[config.mk]
export PLATFORM = sky130hd
export DESIGN_NAME = ccff_bitstream_loader
export DESIGN_NICKNAME = d
export VERILOG_FILES = /design/src/rtl/ccff_bitstream_loader.sv
export SDC_FILE = /design/constraint.sdc
export NUM_CORES = 1
export LEC_CHECK = 0
export CORE_MARGIN = 10
export CORE_UTILIZATION = 48
export CTS_CLUSTER_DIAMETER = 50
export DETAILED_ROUTE_END_ITERATION = 8
export PLACE_DENSITY = 0.75
export SLEW_MARGIN = 20
export SYNTH_ARGS = -nofsm -noshare
export SYNTH_HDL_FRONTEND = slang
export SYNTH_SLANG_ARGS = --single-unit
[constraint.sdc]
create_clock -name CK -period 1.54 [get_ports CK]
set_input_delay 0.308 -clock CK [delete_from_list [all_inputs] [get_ports CK]]
set_output_delay 0.308 -clock CK [all_outputs]
set_load 0.05 [all_outputs]
[src/rtl/ccff_bitstream_loader.sv]
// ccff_bitstream_loader: streams bitstream bytes LSB-first onto the configuration chain head with a registered shift enable
module ccff_bitstream_loader #(
  parameter int CHAIN_LEN = 20,
  parameter int TIMEOUT = 16
) (
  input  logic CK,
  input  logic RST,
  input  logic start,
  input  logic s_valid,
  input  logic [7:0] s_data,
  output logic s_ready,
  output logic ccff_head,
  output logic prog_en,
  output logic busy,
  output logic done,
  output logic error,
  output logic [$clog2(CHAIN_LEN+1)-1:0] bit_count
);
  localparam int NUM_WORDS = (CHAIN_LEN + 7) / 8;
  localparam int BW = $clog2(CHAIN_LEN + 1);
  localparam int WW = $clog2(NUM_WORDS + 1);
  localparam int IW = $clog2(TIMEOUT + 1);
  localparam logic [BW-1:0] LAST_BIT = BW'(CHAIN_LEN - 1);
  localparam logic [WW-1:0] WORDS = WW'(NUM_WORDS);
  localparam logic [WW-1:0] LAST_WORD = WW'(NUM_WORDS - 1);
  localparam logic [3:0] TAIL_BITS = 4'(CHAIN_LEN - 8 * (NUM_WORDS - 1));
  localparam logic [IW-1:0] IDLE_LAST = IW'(TIMEOUT - 1);
  typedef enum logic [1:0] {IDLE, LOAD, DONE, ERROR} state_t;
  state_t state;
  logic [7:0] shreg;
  logic [3:0] bits_left;
  logic [WW-1:0] words_taken;
  logic [IW-1:0] idle_cnt;
  logic more, accept;
  always_comb begin
    more = words_taken < WORDS;
    s_ready = state == LOAD && bits_left <= 4'd1 && more;
    accept = s_valid && s_ready;
    busy = state == LOAD;
  end
  always_ff @(posedge CK or posedge RST) begin
    if (RST) begin
      state <= IDLE;
      shreg <= '0;
      bits_left <= '0;
      words_taken <= '0;
      idle_cnt <= '0;
      ccff_head <= 1'b0;
      prog_en <= 1'b0;
      done <= 1'b0;
      error <= 1'b0;
      bit_count <= '0;
    end else if (state != LOAD) begin
      prog_en <= 1'b0;
      if (start) begin
        state <= LOAD;
        bit_count <= '0;
        words_taken <= '0;
        bits_left <= '0;
        idle_cnt <= '0;
        done <= 1'b0;
        error <= 1'b0;
      end
    end else begin
      prog_en <= bits_left != 4'd0;
      if (bits_left != 4'd0) begin
        ccff_head <= shreg[0];
        shreg <= shreg >> 1;
        bits_left <= bits_left - 4'd1;
        bit_count <= bit_count + BW'(1);
        if (bit_count == LAST_BIT) begin
          state <= DONE;
          done <= 1'b1;
        end
      end
      // a new byte only lands while the previous one is on its last bit, so it overrides the shift update
      if (accept) begin
        shreg <= s_data;
        words_taken <= words_taken + WW'(1);
        bits_left <= words_taken == LAST_WORD ? TAIL_BITS : 4'd8;
        idle_cnt <= '0;
      end else if (bits_left == 4'd0 && !s_valid && more) begin
        idle_cnt <= idle_cnt + IW'(1);
        if (idle_cnt == IDLE_LAST) begin
          state <= ERROR;
          error <= 1'b1;
        end
      end
    end
  end
endmodule

==> metrics.txt <==
number of buffers and inverters on the critical path 3; CTS Hold Bufs 0; Slew Limit Fails 0; Rows 20; area grow syn2layout 64.0%; hpwl dp 2750 um; die area 5960 sq um; Mapped Nets 187; final hold viol count 0; data arrival time of the critical path 1.58 ns; vias in the first global route 1,716; crit-path leading delay family simple AND/OR/NAND/NOR gates; failing checks negative setup slack; crit share post-route 1.23; worst setup margin -0.349 ns; cell breakdown of the critical path inv_2 -> buf_6 -> ha_4 -> or2_4 -> and3_4 -> buf_12; Final ANT Viol Nets 0; crit path launch type flip-flop; Initial Util 0.506; Placed Instances 247; top post-synthesis cells by area dfrtp_1 48%, nand2_1 6.7%, ha_1 6.4%; Die Y 77.2 um; Clock Pin Slew Worst Setup and Hold Paths 0.11 ns; Synth warnings 0; CP max-delay cell dfrtp_1; residual DRC count 0; Synth Register Bits 30; Vias 1,559; first-pass GRT wire length 8070 um; GP Congestion 0.910; most frequent cells after synthesis 30 x dfrtp_1, 28 x nand2_1, 14 x nor2_1; Primary FF master, synth dfrtp_1; Post-synth EDFFs 0; fin nets 254; die width 77.2 um; Pre-antenna DRT Iters 4; CP required 1.23 ns; Core Box Area 3100 sq um; DRT iter0 DRCs 132; Avg WL per Cell 17.7 um; Cell Count, Final, Fillers Out 279; final wirelength 4940 um; Syn Std Cell Area 1570 sq um; most frequent cell after synthesis dfrtp_1; kind of critical path reg -> out; status complete, but fails checks; Avg Inst Size Synth 9.40 sq um; pre-CTS setup slack -0.191 ns; Max IR drop VDD 0.00137 V; Via-to-Cell Ratio 5.59; Clock Skew 0.0150 ns; leading area contributor after synthesis dfrtp_1; max_slew headroom 0.704; RSZ-0062 raised after global routing true; CP max stage delay 0.38 ns; Num CTS Buffers 5; Slew @ Worst Pin 0.443 ns; Final Setup Violations 30; Post-Synthesis Cells 167; CP endpoint kind output pin; number of max-cap violations 0; # diodes 0; clock buffer depth 2; Ports 23; Post-synth ARST share 1.00; total grt overflow 0; root buf cell clkbuf_4; PwrDens 2230 nW/um^2; Worst Path Max Fanout 3; layout cell share with drive strength beyond 1 0.391; # H-tree levels 2; crit path time final 1.89 ns; Worst-Skew Late Latency 0.34 ns; Fmax achieved 530 MHz; largest net degree at the start of global routing 31; antenna violations before repair 0; Synth top area share 0.478; sequential area share after synthesis 0.478; CTS tree done; Static Leakage 1.16 nW; gr usage total 0.170; Port-buffer cells 22; Min-Delay Path Class in -> async; Sink Count 30; synth unique cells 35
[path summary, 6_finish.rpt]
| path | start | endpoint | slack (ns) | depth (start not counted) |
|---|---|---|---|---|
| setup / recovery | bits_left[1] | s_ready | -0.35 | 6 |
| hold / removal | RST | shreg[4] | 0.33 | 3 |
| setup reg to reg | bits_left[1] | shreg[5] | -0.26 | 9 |
| hold reg to reg | shreg[0] | ccff_head | 0.50 | 2 |
| max in group asynchronous | RST | bits_left[1] | 0.93 | 3 |
| min in group CK | shreg[0] | ccff_head | 0.50 | 2 |
[power breakdown]
group	internal, mW	switching, mW
combinational	1.96	1.81
sequential	1.10	0.356
clock	0.219	0.289
[sequential cells by signal, indices dropped and copies added, names as in the netlist]
signal and cells:
error 1, shreg 8, bit_count 5, idle_cnt 5, prog_en 1, done 1
bits_left 4, words_taken 2, state 2, ccff_head 1
[logic make-up after synthesis]
| group | count (synthesis) | share of synthesized area |
|---|---|---|
| AO/OA/AOI/OAI | 28 | 0.106 |
| AND/OR/NAND/NOR | 79 | 0.270 |
| buffers and inverters | 19 | 0.0638 |
| flip-flops | 30 | 0.478 |
| multiplexers | 2 | 0.0128 |
| XOR/XNOR | 1 | 0.00558 |
| adder cells (fa/ha/maj) | 8 | 0.0638 |
[per-layer routing]
layer  vias to the layer above  share of wire  wire (um)  track usage
met1                       777           0.40       1990        0.175
met4                         0          0.034        168        0.102
met3                        21          0.051        253       0.0629
met2                        50           0.51       2530        0.287
met5                         -              0          0            0
li1                        711              -          -            -
[timing repair]
action / CTS / global route
setup endpoints to repair: 28 / 32
hold endpoints to repair: 0 / 0
setup buffers: 16 / 6
pin swaps: 11 / 6
cloned: 2 / 0
resized for setup: 27 / 19
[stage by stage]
step	TNS [ns]	hold WS, ns	total power [mW]	util	instance area (sq um)
6_report	-5.62	0.333	5.74	0.829	2570
4_1_cts	-4.03	0.349	5.32	0.790	2450
5_1_grt	-8.41	0.385	6.10	0.829	2570
3_3_place_gp	-1.35	0.464	3.99	0.673	2090
2_1_floorplan	-0.0151	0.399	3.01	-	1600
3_5_place_dp	-2.66	0.474	4.10	0.673	2090
[layout by cell type (no fill, tap or decap), types with 2 or more instances in the layout]
cell type,netlist,final
a31oi_1,13,9
clkdlybuf4s50_1,0,11
nand2b_4,0,2
or4_1,2,2
buf_12,0,13
inv_1,11,8
nor2_1,14,14
buf_4,3,28
ha_4,0,3
buf_8,0,2
dfrtp_1,30,30
nand3_1,13,12
nor3_1,2,2
and3_1,3,2
o21ai_1,0,8
nand2_2,0,2
a31oi_4,0,2
nand2_1,28,26
nand3b_1,3,3
inv_2,1,2
o21ai_0,10,2
buf_16,0,2
buf_6,2,11
clkbuf_4,0,5
clkinvlp_4,0,2
ha_1,8,5
a31oi_2,0,2
[final cells by class]
class / instances / area, sq um
multi-input combinational: 118 / 862
timing repair buffer: 67 / 790
sequential: 30 / 751
fill: 183 / 531
tap: 44 / 55.1
clock buffer: 6 / 51.3
inverter: 12 / 51.3
clock inverter: 2 / 12.5
[worst register-to-register path, delay by kind of cell, from the launching register on]
kind                     cells  cell delay [ns]
adder cells (fa/ha/maj)      1             0.12
buffers and inverters        4             0.62
flip-flops                   1             0.41
AO/OA/AOI/OAI                1             0.08
AND/OR/NAND/NOR              3             0.48
No activity file was read; power rests on OpenSTA's default activity.
